<file path="src/rtl/mem_access_unit_if.sv">
// CPU-side request/response and sram-side signals of the load/store unit.
// slave: the unit itself. master: the environment (core memory stage plus sram).
interface mem_access_unit_if #(
    parameter int ADDR_WIDTH = 16,
    parameter int DATA_WIDTH = 32
);
    logic                  cpu_req;
    logic                  cpu_ready;
    logic                  cpu_we;
    logic [1:0]            cpu_size;
    logic                  cpu_unsigned;
    logic [ADDR_WIDTH-1:0] cpu_addr;
    logic [DATA_WIDTH-1:0] cpu_wdata;
    logic [DATA_WIDTH-1:0] cpu_rdata;
    logic                  cpu_done;
    logic                  cpu_err;
    logic                  mem_en;
    logic                  mem_wr;
    logic [ADDR_WIDTH-1:0] mem_addr;
    logic [DATA_WIDTH-1:0] mem_wdata;
    logic [DATA_WIDTH-1:0] mem_rdata;

    modport slave (
        input  cpu_req, cpu_we, cpu_size, cpu_unsigned, cpu_addr, cpu_wdata, mem_rdata,
        output cpu_ready, cpu_rdata, cpu_done, cpu_err, mem_en, mem_wr, mem_addr, mem_wdata
    );

    modport master (
        output cpu_req, cpu_we, cpu_size, cpu_unsigned, cpu_addr, cpu_wdata, mem_rdata,
        input  cpu_ready, cpu_rdata, cpu_done, cpu_err, mem_en, mem_wr, mem_addr, mem_wdata
    );
endinterface

</file>
<file path="src/rtl/mem_access_unit.sv">
// Load/store front end: one request at a time, aligned/extended loads,
// read-modify-write for sub-word stores, misaligned/illegal requests flagged
// without any sram access.
module mem_access_unit #(
    parameter int ADDR_WIDTH = 16,
    parameter int DATA_WIDTH = 32
) (
    input  logic               clk,
    input  logic               rst,
    mem_access_unit_if.slave   bus
);
    localparam logic [2:0] S_IDLE    = 3'd0;
    localparam logic [2:0] S_READ    = 3'd1;
    localparam logic [2:0] S_MERGE   = 3'd2;
    localparam logic [2:0] S_CAPTURE = 3'd3;
    localparam logic [2:0] S_WRITE   = 3'd4;
    localparam logic [2:0] S_DONE    = 3'd5;
    localparam logic [2:0] S_ERR     = 3'd6;

    localparam logic [1:0] SZ_BYTE = 2'd0;
    localparam logic [1:0] SZ_HALF = 2'd1;
    localparam logic [1:0] SZ_WORD = 2'd2;

    logic [2:0]            state_q, state_d;
    logic [DATA_WIDTH-1:0] rdata_q, rdata_d;
    logic [ADDR_WIDTH-1:0] addr_q, addr_d;
    logic [1:0]            size_q, size_d;
    logic                  we_q, we_d;
    logic                  uns_q, uns_d;
    logic [DATA_WIDTH-1:0] wdata_q, wdata_d;
    logic                  accept;
    logic [ADDR_WIDTH-1:0] base;

    // Misaligned half/word or the reserved size code.
    function automatic logic req_bad(input logic [1:0] size, input logic [1:0] lo);
        logic bad;
        bad = 1'b0;
        case (size)
            SZ_BYTE: bad = 1'b0;
            SZ_HALF: bad = lo[0];
            SZ_WORD: bad = (lo != 2'b00);
            default: bad = 1'b1;
        endcase
        return bad;
    endfunction

    // Pick the addressed lane out of the sram word and sign/zero extend it.
    function automatic logic [DATA_WIDTH-1:0] load_extend(
        input logic [DATA_WIDTH-1:0] word,
        input logic [1:0]            lane,
        input logic [1:0]            size,
        input logic                  uns
    );
        logic signed [7:0]            b;
        logic signed [15:0]           h;
        logic signed [DATA_WIDTH-1:0] s;
        logic [DATA_WIDTH-1:0]        r;
        b = word[{lane, 3'b000} +: 8];
        h = word[{lane[1], 4'b0000} +: 16];
        s = '0;
        r = word;
        case (size)
            SZ_BYTE: begin
                s = b;
                r = uns ? {{(DATA_WIDTH-8){1'b0}}, b} : s;
            end
            SZ_HALF: begin
                s = h;
                r = uns ? {{(DATA_WIDTH-16){1'b0}}, h} : s;
            end
            default: r = word;
        endcase
        return r;
    endfunction

    // Replace the target lane of the old sram word with the low store bits.
    function automatic logic [DATA_WIDTH-1:0] store_merge(
        input logic [DATA_WIDTH-1:0] word,
        input logic [DATA_WIDTH-1:0] wdata,
        input logic [1:0]            lane,
        input logic [1:0]            size
    );
        logic [DATA_WIDTH-1:0] m;
        m = word;
        case (size)
            SZ_BYTE: m[{lane, 3'b000} +: 8]    = wdata[7:0];
            SZ_HALF: m[{lane[1], 4'b0000} +: 16] = wdata[15:0];
            default: m = wdata;
        endcase
        return m;
    endfunction

    assign accept = bus.cpu_req & (state_q == S_IDLE);
    assign base   = {addr_q[ADDR_WIDTH-1:2], 2'b00};

    // Next state and load-result register update.
    always_comb begin
        state_d = state_q;
        rdata_d = rdata_q;
        case (state_q)
            S_IDLE: begin
                if (accept) begin
                    if (req_bad(bus.cpu_size, bus.cpu_addr[1:0])) begin
                        state_d = S_ERR;
                        rdata_d = '0;
                    end else if (!bus.cpu_we) begin
                        state_d = S_READ;
                    end else if (bus.cpu_size == SZ_WORD) begin
                        state_d = S_WRITE;
                    end else begin
                        state_d = S_READ;
                    end
                end
            end
            S_READ:    state_d = we_q ? S_MERGE : S_CAPTURE;
            S_CAPTURE: begin
                rdata_d = load_extend(bus.mem_rdata, addr_q[1:0], size_q, uns_q);
                state_d = S_DONE;
            end
            S_MERGE:   state_d = S_DONE;
            S_WRITE:   state_d = S_DONE;
            S_DONE:    state_d = S_IDLE;
            S_ERR:     state_d = S_IDLE;
            default:   state_d = S_IDLE;
        endcase
    end

    // Request fields are latched only on acceptance and held for the whole access.
    always_comb begin
        addr_d  = addr_q;
        size_d  = size_q;
        we_d    = we_q;
        uns_d   = uns_q;
        wdata_d = wdata_q;
        if (accept) begin
            addr_d  = bus.cpu_addr;
            size_d  = bus.cpu_size;
            we_d    = bus.cpu_we;
            uns_d   = bus.cpu_unsigned;
            wdata_d = bus.cpu_wdata;
        end
    end

    // Control state and the visible load result, cleared by async reset.
    always_ff @(posedge clk or negedge rst) begin
        if (!rst) begin
            state_q <= S_IDLE;
            rdata_q <= '0;
        end else begin
            state_q <= state_d;
            rdata_q <= rdata_d;
        end
    end

    // Captured request fields; only meaningful after an accept, so no reset.
    always_ff @(posedge clk) begin
        addr_q  <= addr_d;
        size_q  <= size_d;
        we_q    <= we_d;
        uns_q   <= uns_d;
        wdata_q <= wdata_d;
    end

    // Outputs decoded from state so sram strobes drop as soon as reset asserts.
    always_comb begin
        bus.cpu_ready = (state_q == S_IDLE);
        bus.cpu_done  = (state_q == S_DONE) | (state_q == S_ERR);
        bus.cpu_err   = (state_q == S_ERR);
        bus.cpu_rdata = rdata_q;
        bus.mem_en    = (state_q == S_READ) | (state_q == S_MERGE) | (state_q == S_WRITE);
        bus.mem_wr    = (state_q == S_MERGE) | (state_q == S_WRITE);
        bus.mem_addr  = bus.mem_en ? base : '0;
        bus.mem_wdata = '0;
        if (state_q == S_MERGE) begin
            bus.mem_wdata = store_merge(bus.mem_rdata, wdata_q, addr_q[1:0], size_q);
        end else if (state_q == S_WRITE) begin
            bus.mem_wdata = wdata_q;
        end
    end
endmodule
</file>
<file path="src/flat_wrapper.sv">
// flat-port wrapper written by rule: the top's interface ports become plain ports
module mem_access_unit_flat 
#(
    parameter int ADDR_WIDTH = 16,
    parameter int DATA_WIDTH = 32
)
  (clk, rst, bus_cpu_req, bus_cpu_we, bus_cpu_size, bus_cpu_unsigned, bus_cpu_addr, bus_cpu_wdata, bus_mem_rdata, bus_cpu_ready, bus_cpu_rdata, bus_cpu_done, bus_cpu_err, bus_mem_en, bus_mem_wr, bus_mem_addr, bus_mem_wdata);
  mem_access_unit_if #(.ADDR_WIDTH(ADDR_WIDTH), .DATA_WIDTH(DATA_WIDTH)) bus_i ();
  input  logic clk;
  input  logic rst;
  input wire logic [$bits(bus_i.cpu_req)-1:0] bus_cpu_req;
  input wire logic [$bits(bus_i.cpu_we)-1:0] bus_cpu_we;
  input wire logic [$bits(bus_i.cpu_size)-1:0] bus_cpu_size;
  input wire logic [$bits(bus_i.cpu_unsigned)-1:0] bus_cpu_unsigned;
  input wire logic [$bits(bus_i.cpu_addr)-1:0] bus_cpu_addr;
  input wire logic [$bits(bus_i.cpu_wdata)-1:0] bus_cpu_wdata;
  input wire logic [$bits(bus_i.mem_rdata)-1:0] bus_mem_rdata;
  output wire logic [$bits(bus_i.cpu_ready)-1:0] bus_cpu_ready;
  output wire logic [$bits(bus_i.cpu_rdata)-1:0] bus_cpu_rdata;
  output wire logic [$bits(bus_i.cpu_done)-1:0] bus_cpu_done;
  output wire logic [$bits(bus_i.cpu_err)-1:0] bus_cpu_err;
  output wire logic [$bits(bus_i.mem_en)-1:0] bus_mem_en;
  output wire logic [$bits(bus_i.mem_wr)-1:0] bus_mem_wr;
  output wire logic [$bits(bus_i.mem_addr)-1:0] bus_mem_addr;
  output wire logic [$bits(bus_i.mem_wdata)-1:0] bus_mem_wdata;
  assign bus_i.cpu_req = bus_cpu_req;
  assign bus_i.cpu_we = bus_cpu_we;
  assign bus_i.cpu_size = bus_cpu_size;
  assign bus_i.cpu_unsigned = bus_cpu_unsigned;
  assign bus_i.cpu_addr = bus_cpu_addr;
  assign bus_i.cpu_wdata = bus_cpu_wdata;
  assign bus_i.mem_rdata = bus_mem_rdata;
  assign bus_cpu_ready = bus_i.cpu_ready;
  assign bus_cpu_rdata = bus_i.cpu_rdata;
  assign bus_cpu_done = bus_i.cpu_done;
  assign bus_cpu_err = bus_i.cpu_err;
  assign bus_mem_en = bus_i.mem_en;
  assign bus_mem_wr = bus_i.mem_wr;
  assign bus_mem_addr = bus_i.mem_addr;
  assign bus_mem_wdata = bus_i.mem_wdata;
  mem_access_unit #(.ADDR_WIDTH(ADDR_WIDTH), .DATA_WIDTH(DATA_WIDTH)) u_core (.clk(clk), .rst(rst), .bus(bus_i));
endmodule
</file>
<file path="config.mk">
export PLATFORM = sky130hd
export DESIGN_NAME = mem_access_unit_flat
export DESIGN_NICKNAME = d
export VERILOG_FILES = /design/src/rtl/mem_access_unit_if.sv /design/src/rtl/mem_access_unit.sv /design/src/flat_wrapper.sv
export SDC_FILE = /design/constraint.sdc
export NUM_CORES = 1
export LEC_CHECK = 0
export ABC_AREA = 1
export ABC_CLOCK_PERIOD_IN_PS = 4380
export CAP_MARGIN = 20
export CORE_MARGIN = 2
export CORE_UTILIZATION = 47
export CTS_BUF_LIST = sky130_fd_sc_hd__clkbuf_16
export CTS_CLUSTER_DIAMETER = 30
export DETAILED_ROUTE_END_ITERATION = 6
export PLACE_DENSITY = 0.81
export REMOVE_ABC_BUFFERS = 1
export SYNTH_ARGS = -nofsm -noshare
export SYNTH_HDL_FRONTEND = slang
export SYNTH_SLANG_ARGS = --single-unit
</file>
<file path="constraint.sdc">
create_clock -name clk -period 4.38 [get_ports clk]
set_input_delay 0.657 -clock clk [delete_from_list [all_inputs] [get_ports clk]]
set_output_delay 0.657 -clock clk [all_outputs]
set_load 0.05 [all_outputs]
</file>
; After elaboration in Yosys (flattened, before gate mapping)
; Cells that the tools add are included.
[op_classes]
addsub = 2
eq_ne = 11
shifts = 6
mux = 21
bitwise = 5
n_reduce_logical = 7
[ops]
columns = operator, n
row1 = $mux W32, 6
row2 = $pmux W32 S2, 3
row3 = $bwmux W32, 2
row4 = $shift A16 B7 Y32 const A, 1
row5 = $shift A8 B7 Y32 const A, 1
row6 = $shiftx A16 B7 Y32, 1
row7 = $shiftx A32 B6 Y16, 1
row8 = $shiftx A32 B6 Y8, 1
row9 = $shiftx A8 B7 Y32, 1
row10 = $mux W16, 1
row11 = $neg A5 Y7, 2
row12 = $mux W3, 4
row13 = $eq A3 B3 Y1 const B, 3
row14 = $pmux W3 S3, 1
row15 = $eq A3 B2 Y1 const B, 2
row16 = $eq A2 B1 Y1 const B, 2
row17 = $logic_not A2 Y1, 2
row18 = $ne A2 B1 Y1 const B, 2
row19 = $or A1 B1 Y1, 4
row20 = $reduce_bool A2 Y1, 2
row21 = $eq A3 B1 Y1 const B, 1
row22 = $logic_not A3 Y1, 1
row23 = $mux W1, 3
row24 = $pmux W1 S3, 1
row25 = 4 further kinds, 4
[totals]
regBits = 87
input_bits = 87
out_inout_bits = 85
word_cells = 59

; Logic depth before layout (Yosys ltp)
; Gate-level depths: netlist (run 1).
[logic_depth]
depth_word = 7
ltp_mapped = 12
mapped_depth_nobuf = 9

; Least setup slack after synthesis (run 1)
; OpenSTA, ideal clock, no wires.
[synth_path]
path_kind = input port to flip-flop
start = input bus_cpu_req
end = register u_core.rdata_q[0] (netlist: u_core.bus.cpu_rdata[0])
arrival_time_ps = 3750
required_time_ps = 4257
path_slack_ps = 506
cell_stages = 6
n_path_buf = 1
cell_sequence = inv_1 > nor2_1 > nand3_2 > buf_6 > nand3_1 > nand2_1
[synth_via]
elab_chain_cells = 3
[synth_rtl]
columns = item, line_no
row1 = start: declaration, flat_wrapper.sv:11  ; input wire logic [$bits(bus_i.cpu_req)-1:0] bus_cpu_req;
row2 = $and A1 B1 Y1, mem_access_unit.sv:93  ; assign accept = bus.cpu_req & (state_q == S_IDLE);
row3 = named net u_core.accept, mem_access_unit.sv:31  ; logic accept;
row4 = $ne A2 B1 Y1 (no line), n/a
row5 = $reduce_and A3 Y1 (no line), n/a
row6 = end signal: assignment, mem_access_unit.sv:151  ; rdata_q <= rdata_d;
row7 = end: declaration, mem_access_unit.sv:25  ; logic [DATA_WIDTH-1:0] rdata_q, rdata_d;
; The timed path passes the listed nets, and every way through them passes these cells.
; A chain may end at the register's enable or synchronous reset.

; Final worst setup path (run 1)
[layout_path]
start = register u_core.size_q[1]
end = output bus_mem_wdata[16]
[layout_via]
elab_chain_cells = 3
elab_cells_between_ends = 4
cone_classes = eq/ne: 1 / mux: 2 / reduce/logical: 1
[layout_rtl]
columns = item, line_no
row1 = start: declaration, mem_access_unit.sv:27  ; logic [1:0] size_q, size_d;
row2 = start signal: assignment, mem_access_unit.sv:158  ; size_q <= size_d;
row3 = $eq A2 B1 Y1 / $logic_not A2 Y1 (equally long branches), mem_access_unit.sv:85  ; case (size)
row4 = $pmux W32 S2 *, mem_access_unit.sv:85
row5 = $mux W32 *, mem_access_unit.sv:174  ; if (state_q == S_MERGE) begin
row6 = end: declaration, flat_wrapper.sv:25  ; output wire logic [$bits(bus_i.mem_wdata)-1:0] bus_mem_wdata;
; Every way passes the cells marked *; elsewhere a longest branch is shown, timed or not.

==> out/metrics.yaml, run 1 <==
status:
  outcome: "complete, no violations"
timing:
  layout_setup_ws_ns: 0.466
  tightest_slew_ns: 0.802
  drv_slew: 0
  fin_crit_sh: 0.894
  final_hold_viol_count: 0
  fin_crit_ns: 3.91
  setup_viol: 0
  grt_setup_unrepaired: "no"
  slew-limit-headroom: 0.464
  fmax_mhz: 255
  timing.hold.ws_ns: 0.505
  finalClockSkew_ns: 0.0119
grt:
  grtUsageTotal: 0.287
  use_met2: 0.449
  busiest_layer: "met2"
  antenna_found_initial: 0
  grt_pass1_vias: 5072
  globalRouteMet3Util: 0.0653
  grt_overflow_total: 0
  grt_pass1_wl_um: 26000
  grt_max_degree: 52
  grtUsageMet1: 0.386
clocking:
  clock_latency_ns: 0.35
  clk_pin_slew_ns: 0.06
  numClockSinks: 87
  hold_buffers: 0
  clock_path_buffers: 2
  post_cts.repair.setup_buffers: 0
  cts_buffers: 9
  root_buffer: "clkbuf_16"
  h-tree-depth: 3
  postCtsResizedCells: 0
  cts_tree: "yes"
logic_synthesis:
  synthXorXnorAreaFrac: 0
  synthesis.area_sq_um: 5300
  synthAdderAreaFrac: 0.0118
  synthMuxAreaShare: 0
  synth_cell_type_count: 31
  synthCells: 720
  yosys.area_share.simple: 0.320
  yosysSeqAreaShare: 0.460
  synth_top_family_by_area: "simple AND/OR/NAND/NOR gates"
  avgSynthCellArea_sq_um: 7.35
  synth_compound_area_frac: 0.125
  yosys_warnings: 0
  synth_seq_cells: 87
routing:
  wl_per_cell_um: 16.6
  drtIter0Drc: 529
  routed_wl_um: 16900
  firstDrtPassIters: 5
  viasPerCell: 5.27
  via_count: 5366
  ant_nets: 0
  post-route-drc-count: 0
placed_design:
  io_buffers: 169
  dpl.hpwl_um: 12700
  dp.cells: 1004
  routabilityCongestion: 0.927
  place_ws_ns: 0.888
final_layout:
  layout_common_cells: "nand2_1 (277), clkdlybuf4s50_1 (169), nand3_1 (71), o21ai_0 (59)"
  utilization: 0.672
  fillers: 971
  final_cells: 1019
  areaGrowthSynthToFinish_pct: 38.7
  final_common_cell: "nand2_1"
  antenna_cells: 0
  drive_gt1_frac: 0.0546
  nets: 967
floorplan:
  start_util: 0.484
  die_x_um: 110
  dieArea_sq_um: 12100
  io_pins: 172
  rows: 38
  core-area_sq_um: 10900
  die_h_um: 110
power_and_ir_drop:
  power_leakage_uw: 0.00339
  pwr_density_cell_nw_per_um2: 682
  ir_drop_mv: 0.447
setup_path:
  path_class: "reg2out"
  cp.required_ns: 3.72
  endpoint_kind: "output pin"
  cp_max_fo: 22
  worstPathArrival_ns: 3.26
  start_kind: "flip-flop"
worst_hold_path:
  hp-class: "reg2reg"
flow_run:
  cap_violations: 0
-- metrics by stage --
stage	cell area, sq um	total power, uW	TNS [ns]
2_1_floorplan	5090	3190	-1.76
3_3_place_gp	7030	4170	0
3_5_place_dp	7030	4210	0
4_1_cts	7350	5030	0
5_1_grt	7350	5280	0
6_report	7350	5010	0
-- critical path: stages, from the launching register on --
cell	delay, ns
edfxtp_1	0.68
inv_2	0.25
nand2_2	0.17
nor2_2	0.60
nand2_1	0.11
nand3_1	0.12
nand2_1	0.05
nand2_1	0.08
clkdlybuf4s50_1	0.82
-- kinds of logic (layout without fill, tap and decap cells) --
| kind of cell | Yosys count | count (layout) |
|---|---|---|
| AO/OA/AOI/OAI | 125 | 125 |
| adder cells (fa/ha/maj) | 5 | 5 |
| buffers and inverters | 96 | 254 |
| flip-flops | 87 | 87 |
| other | 1 | 2 |
| AND/OR/NAND/NOR | 406 | 406 |
-- final timing paths --
path,cells past startpoint,slack [ns],startpoint,endpoint
hold reg to reg,2,0.51,u_core.bus.cpu_rdata[15],u_core.bus.cpu_rdata[15]
setup reg to reg,6,1.90,u_core.state_q[2],u_core.bus.cpu_rdata[30]
setup / recovery,8,0.47,u_core.size_q[1],bus_mem_wdata[16]
max in group asynchronous,2,3.36,rst,u_core.bus.cpu_rdata[13]
min in group asynchronous,2,0.70,rst,u_core.bus.cpu_rdata[0]
hold / removal,2,0.51,u_core.bus.cpu_rdata[15],u_core.bus.cpu_rdata[15]
-- cell type report --
cell class,instances,area [sq um],share of cell area
Sequential cell,87,2440,0.332
Multi-Input combinational cell,538,2430,0.331
Timing Repair Buffer,178,1760,0.239
Inverter,61,229,0.0312
Clock buffer,9,225,0.0307
Tap cell,140,175,0.0238
Clock inverter,6,87.6,0.0119
-- power breakdown --
part           internal (uW)  total [uW]  switching (uW)
combinational            882        2950            2070
sequential              1120        1250             130
clock                    495         809             314
total                   2490        5010            2510
-- state kept, by name (all words and copies together), names as in the netlist --
signal and count:
u_core.wdata_q 32, u_core.addr_q 16, u_core.we_q 1, u_core.size_q 2
u_core.bus.cpu_rdata 32, u_core.state_q 3, u_core.uns_q 1
-- cell usage after synthesis, drive strengths merged --
master | instances | share of area
o211ai | 3 | 0.0043
buf | 27 | 0.034
nand2 | 281 | 0.20
clkbuf | 8 | 0.0057
dfrtp | 35 | 0.17
conb | 1 | 0.00071
nand4 | 2 | 0.0052
a21o | 1 | 0.0014
and2 | 1 | 0.0012
a21oi | 54 | 0.051
o21ai | 66 | 0.067
inv | 61 | 0.043
ha | 5 | 0.012
o21bai | 1 | 0.0014
nor3 | 2 | 0.0040
edfxtp | 52 | 0.29
nand3 | 75 | 0.075
nor2 | 45 | 0.033
-- layer usage --
metal  part of all wire  vias to the layer above
li1                   -                     2656
met1               0.43                     2405
met2               0.46                      273
met3              0.082                       32
met4              0.027                        0
met5                  0                        -
Power figures use the tool's default switching activity.
==> run 2, diff against run 1 <==
--- a/config.mk
+++ b/config.mk
@@ -12,6 +12,7 @@
 export CORE_UTILIZATION = 47
 export CTS_BUF_LIST = sky130_fd_sc_hd__clkbuf_16
 export CTS_CLUSTER_DIAMETER = 30
+export CTS_CLUSTER_SIZE = 12
 export DETAILED_ROUTE_END_ITERATION = 6
 export PLACE_DENSITY = 0.81
 export REMOVE_ABC_BUFFERS = 1
==> results of run 2 <==
Final layout, timing and power as in run 1 (identical DEF).
